==> src/rtl/sinc3_sigma_delta_decimator_if.sv <==
// Bitstream-in / PCM-out bundle of the sinc^3 decimator.
// bit_valid qualifies bit_in for one bit per high cycle; dout_valid pulses when dout
// and dout_sat are new. There is no ready: the consumer must take dout that cycle.
interface sinc3_sigma_delta_decimator_if;
    logic               bit_in;
    logic               bit_valid;
    logic signed [15:0] dout;
    logic               dout_valid;
    logic               dout_sat;
    logic [1:0]         warm_state;

    modport master (
        output bit_in, bit_valid,
        input  dout, dout_valid, dout_sat, warm_state
    );

    modport slave (
        input  bit_in, bit_valid,
        output dout, dout_valid, dout_sat, warm_state
    );
endinterface

==> src/rtl/sinc3_sigma_delta_decimator.sv <==
// Third-order CIC decimator: 1-bit sigma-delta stream in, saturated 16-bit PCM out.
// warm_state on the interface exposes the warm-up FSM for observation.
module sinc3_sigma_delta_decimator #(
    parameter int DECIM = 64
) (
    input  logic                          clk,
    input  logic                          rst_n,
    sinc3_sigma_delta_decimator_if.slave  sd
);
    localparam int LOG2D = $clog2(DECIM);
    localparam int W     = 3 * LOG2D + 2;
    localparam int SHIFT = 3 * LOG2D - 15;

    localparam logic signed [W-1:0] S_MAX = W'(32767);
    localparam logic signed [W-1:0] S_MIN = W'(-32768);

    generate
        if ((DECIM < 32) || (DECIM > 1024) || ((DECIM & (DECIM - 1)) != 0)) begin : g_bad_decim
            $error("DECIM must be a power of 2 in 32..1024");
        end
    endgenerate

    typedef enum logic [1:0] {WARM0, WARM1, WARM2, RUN} warm_t;

    warm_t                state, state_next;
    logic signed [W-1:0]  i1, i2, i3;
    logic signed [W-1:0]  i1_next, i2_next, i3_next;
    logic signed [W-1:0]  x;
    logic signed [W-1:0]  d1, d2, d3;
    logic signed [W-1:0]  c1, c2, c3;
    logic signed [W-1:0]  c3_q;
    logic signed [W-1:0]  s;
    logic [LOG2D-1:0]     cnt;
    logic                 strobe;
    logic                 c3_valid;

    // Integrators cascade combinationally so one accepted bit updates all three.
    assign x       = sd.bit_in ? W'(1) : {W{1'b1}};
    assign i1_next = i1 + x;
    assign i2_next = i2 + i1_next;
    assign i3_next = i3 + i2_next;

    always_ff @(posedge clk or negedge rst_n) begin
        if (!rst_n) begin
            i1     <= '0;
            i2     <= '0;
            i3     <= '0;
            cnt    <= '0;
            strobe <= 1'b0;
        end else begin
            strobe <= sd.bit_valid && (cnt == LOG2D'(DECIM - 1));
            if (sd.bit_valid) begin
                i1  <= i1_next;
                i2  <= i2_next;
                i3  <= i3_next;
                cnt <= cnt + 1'b1;
            end
        end
    end

    // Combs run at the output rate; equal width makes integrator wrap harmless.
    assign c1 = i3 - d1;
    assign c2 = c1 - d2;
    assign c3 = c2 - d3;

    always_ff @(posedge clk or negedge rst_n) begin
        if (!rst_n) begin
            d1       <= '0;
            d2       <= '0;
            d3       <= '0;
            c3_q     <= '0;
            c3_valid <= 1'b0;
        end else begin
            c3_valid <= strobe && (state == RUN);
            if (strobe) begin
                d1   <= i3;
                d2   <= c1;
                d3   <= c2;
                c3_q <= c3;
            end
        end
    end

    always_ff @(posedge clk or negedge rst_n) begin
        if (!rst_n) state <= WARM0;
        else        state <= state_next;
    end

    // The first three strobes only prime the comb delays.
    always_comb begin
        state_next = state;
        if (strobe) begin
            case (state)
                WARM0:   state_next = WARM1;
                WARM1:   state_next = WARM2;
                WARM2:   state_next = RUN;
                default: state_next = RUN;
            endcase
        end
    end

    assign s = c3_q >>> SHIFT;

    always_ff @(posedge clk or negedge rst_n) begin
        if (!rst_n) begin
            sd.dout       <= '0;
            sd.dout_valid <= 1'b0;
            sd.dout_sat   <= 1'b0;
        end else begin
            sd.dout_valid <= c3_valid;
            if (c3_valid) begin
                if (s > S_MAX) begin
                    sd.dout     <= 16'sd32767;
                    sd.dout_sat <= 1'b1;
                end else if (s < S_MIN) begin
                    sd.dout     <= -16'sd32768;
                    sd.dout_sat <= 1'b1;
                end else begin
                    sd.dout     <= s[15:0];
                    sd.dout_sat <= 1'b0;
                end
            end else begin
                sd.dout_sat <= 1'b0;
            end
        end
    end

    assign sd.warm_state = state;
endmodule

==> src/flat_wrapper.sv <==
// flat-port wrapper written by rule: the top's interface ports become plain ports
module sinc3_sigma_delta_decimator_flat 
#(
    parameter int DECIM = 64
)
  (clk, rst_n, sd_bit_in, sd_bit_valid, sd_dout, sd_dout_valid, sd_dout_sat, sd_warm_state);
  sinc3_sigma_delta_decimator_if sd_i ();
  input  logic clk;
  input  logic rst_n;
  input wire logic [$bits(sd_i.bit_in)-1:0] sd_bit_in;
  input wire logic [$bits(sd_i.bit_valid)-1:0] sd_bit_valid;
  output wire logic [$bits(sd_i.dout)-1:0] sd_dout;
  output wire logic [$bits(sd_i.dout_valid)-1:0] sd_dout_valid;
  output wire logic [$bits(sd_i.dout_sat)-1:0] sd_dout_sat;
  output wire logic [$bits(sd_i.warm_state)-1:0] sd_warm_state;
  assign sd_i.bit_in = sd_bit_in;
  assign sd_i.bit_valid = sd_bit_valid;
  assign sd_dout = sd_i.dout;
  assign sd_dout_valid = sd_i.dout_valid;
  assign sd_dout_sat = sd_i.dout_sat;
  assign sd_warm_state = sd_i.warm_state;
  sinc3_sigma_delta_decimator #(.DECIM(DECIM)) u_core (.clk(clk), .rst_n(rst_n), .sd(sd_i));
endmodule
==> config.mk <==
export PLATFORM = sky130hd
export DESIGN_NAME = sinc3_sigma_delta_decimator_flat
export DESIGN_NICKNAME = d
export VERILOG_FILES = /design/src/rtl/sinc3_sigma_delta_decimator_if.sv /design/src/rtl/sinc3_sigma_delta_decimator.sv /design/src/flat_wrapper.sv
export SDC_FILE = /design/constraint.sdc
export NUM_CORES = 1
export LEC_CHECK = 0
export CORE_AREA = 2 2 141 143
export DETAILED_ROUTE_END_ITERATION = 8
export DIE_AREA = 0 0 143 145
export PLACE_DENSITY = 0.8
export SKIP_CTS_REPAIR_TIMING = 1
export SLEW_MARGIN = 20
export SYNTH_ARGS = -nofsm -noshare
export SYNTH_HDL_FRONTEND = slang
export SYNTH_SLANG_ARGS = --single-unit
export TNS_END_PERCENT = 20
==> constraint.sdc <==
create_clock -name clk -period 8.2 [get_ports clk]
set_input_delay 1.64 -clock clk [delete_from_list [all_inputs] [get_ports clk]]
set_output_delay 1.64 -clock clk [all_outputs]
set_load 0.005 [all_outputs]
==> summary.txt <==
RSZ-0062 raised after global routing -> no
master cell of the clock root buffer -> sky130_fd_sc_hd__clkbuf_16
synth-to-layout area growth -> 9.309%
H-tree Lvls -> 4
proportion of register bits with asynchronous set or reset after synthesis -> 100.0%
arrival time at the worst endpoint -> 7.80 ns
count of endpoints failing setup in the final report -> 0
final setup TNS -> 0 ns
status -> finished clean
antenna violations before repair -> 0
number of global-route vias before repair -> 8771
first-pass GRT wire length -> 38340 um
gate count after technology mapping -> 1279
synthesized netlist net count -> 1405
IO buf count -> 23
number of rows in the core area -> 51
origin of the worst min-delay path -> u_core.cnt[5]
Pre-antenna DRT Iters -> 5
cell repeated most along the worst path -> sky130_fd_sc_hd__ha_1
Critical Path End Type -> flip-flop
via count -> 8897
share of the synthesized area in the top cell type -> 35.55%
starting DRC count in detailed routing -> 470
wire per inst -> 13.88 um
TritonCTS clock tree -> built
start-to-end type of the worst setup path -> in -> reg
Seq/Total Area, Yosys -> 35.55%
Max Fanout on Critical Path -> 18
synthesized area per cell -> 9.080 um^2
max capacitance violation total -> 0
floorplan die height -> 145 um
number of storage elements in the synthesis netlist -> 165
total clock buffers created by CTS -> 17
number of enable flip-flop cells after synthesis -> 0
final slew viol count -> 0
Congestion Overflow GR -> 0
number of nets still failing antenna checks after routing -> 0
Clock Skews -> 0.006543 ns
Total Die Area -> 20740 um^2
# DRC -> 0
normalized max-slew margin -> 39.48%
first element of the critical path -> sd_bit_in
final HPWL from detailed placement -> 15540 um
total global routing track utilization -> 22.11%
library cell with the largest summed area after synthesis -> sky130_fd_sc_hd__dfrtp_1
Required @ worst endpoint -> 8.56 ns
number of antenna cells inserted -> 0
count of pins on the block boundary -> 24
horizontal extent of the die -> 143 um
Peak Freq -> 0.1344 GHz
worst slew pin tran -> 0.9078 ns
final hold violation count -> 0
clock transition at the registers of the reported paths -> 0.06 ns
worst hold path type -> reg -> reg
most frequent cell after synthesis -> sky130_fd_sc_hd__dfrtp_1
starting utilization of the core area -> 60.47%
cell types occupying the most area after synthesis -> sky130_fd_sc_hd__dfrtp_1 (36%), sky130_fd_sc_hd__ha_1 (13%), sky130_fd_sc_hd__mux2_2 (7.7%), sky130_fd_sc_hd__xnor2_1 (4.7%), sky130_fd_sc_hd__nand2_1 (3.8%)
Detailed Route WL -> 21780 um
largest net degree at the start of global routing -> 79
startpoint of the worst-slack reg-to-reg timing path -> u_core.i1[0]
count of clock tree sinks -> 165
warning count from the yosys run -> 0
share of layout cells above drive strength 1 -> 10.35%
biggest cell delay along the critical path -> 0.52 ns
number of nets in the finished design -> 1417
Tcrit/Tclk final -> 90.74%
cell types with the highest counts after synthesis -> sky130_fd_sc_hd__dfrtp_1 (165), sky130_fd_sc_hd__nand2_1 (119), sky130_fd_sc_hd__ha_1 (117)
category of the worst setup path launch point -> primary input
routability cong. -> 0.9302
Floorplan Core Area -> 19210 um^2
reg2reg setup slack -> 2.14 ns
post-DR vias/cell -> 5.670
crit path max-delay cell type -> sky130_fd_sc_hd__clkdlybuf4s50_1
mapped cell area -> 11610 um^2
Period minus WS final -> 7.440 ns
dominant register cell in the synthesized netlist -> sky130_fd_sc_hd__dfrtp_1
number of distinct standard cells referenced by the synthesized netlist -> 66
clock latency reported for the late side of the worst-skew pair -> 0.43 ns
worst-case clock buffer depth -> 2
-- routing by layer --
| metal | part of all wire [%] | wire, um | up-vias | GRT usage (%) |
|---|---|---|---|---|
| li1 | - | - | 4531 | - |
| met5 | 0 | 0 | - | 0 |
| met2 | 49 | 10770 | 132 | 38.30 |
| met3 | 2.7 | 589 | 34 | 4.422 |
| met4 | 1.8 | 382 | 0 | 7.525 |
| met1 | 46 | 10040 | 4200 | 27.32 |
-- final timing paths --
path,end,cells after the start
min in group asynchronous,u_core.sd.dout[5],1
max in group asynchronous,u_core.strobe,2
max,u_core.i3[19],27
min,u_core.cnt[5],1
max reg2reg,u_core.i3[19],25
min reg2reg,u_core.cnt[5],1
-- area by class of cell --
type / count / area, um^2
Multi-Input combinational cell: 972 / 6950
Timing Repair Buffer: 28 / 264.0
Tap cell: 265 / 331.6
Inverter: 107 / 401.6
Sequential cell: 165 / 4133
Clock buffer: 23 / 498.0
Fill cell: 1526 / 6513
Clock inverter: 9 / 116.4
-- through the flow --
step / hold slack, ns / area [um^2] / setup slack [ns] / utilization, % / cells
2_1_floorplan: 0.3519 / 11610 / 1.241 / - / 1279
3_5_place_dp: 0.4618 / 12080 / 0.3626 / 62.89 / 1537
4_1_cts: 0.4753 / 12690 / 0.8023 / 66.09 / 1569
6_report: 0.4687 / 12690 / 0.7596 / 66.09 / 1569
3_3_place_gp: 0.4548 / 12080 / 0.5776 / 62.89 / 1537
5_1_grt: 0.5145 / 12690 / 0.3412 / 66.09 / 1569
-- sequential cells by signal, indices dropped and copies added (netlist names) --
| name | flops |
|---|---|
| u_core.c3_q | 17 |
| u_core.c3_valid | 1 |
| u_core.cnt | 6 |
| u_core.d1 | 20 |
| u_core.d2 | 20 |
| u_core.d3 | 20 |
| u_core.i1 | 20 |
| u_core.i2 | 20 |
| u_core.i3 | 20 |
| u_core.sd.dout | 16 |
| u_core.sd.dout_sat | 1 |
| u_core.sd.dout_valid | 1 |
| u_core.sd.warm_state | 2 |
| u_core.strobe | 1 |
-- cell usage in the layout, fill, tap and decap left out, drive strengths merged, types with 21 or more instances in the layout --
cell,count
a21oi,91
xor2,23
mux2,79
o21ai,103
clkdlybuf4s50,21
nor2,105
nand3,25
inv,107
xnor2,62
clkbuf,23
a21o,25
dfrtp,165
nand2,119
ha,117
-- worst max-delay path, delay by kind of cell --
family | cells | cell delay [ns]
compound gates | 13 | 2.54
fa+ha+maj | 3 | 0.91
simple gates | 5 | 1.43
xor+xnor | 3 | 0.45
buf+inv | 3 | 0.83
-- cells by family after synthesis --
group                    count (synthesis)  share of synthesized area (%)
AO/OA/AOI/OAI                          334                          18.40
XOR/XNOR                                85                          6.475
flip-flops                             165                          35.55
AND/OR/NAND/NOR                        351                          13.76
buffers and inverters                  142                          4.600
adder cells (fa/ha/maj)                122                          13.47
multiplexers                            80                          7.746
Power is not shown: default switching activity piles up to over one toggle a cycle in this logic, so the estimate is an artifact.
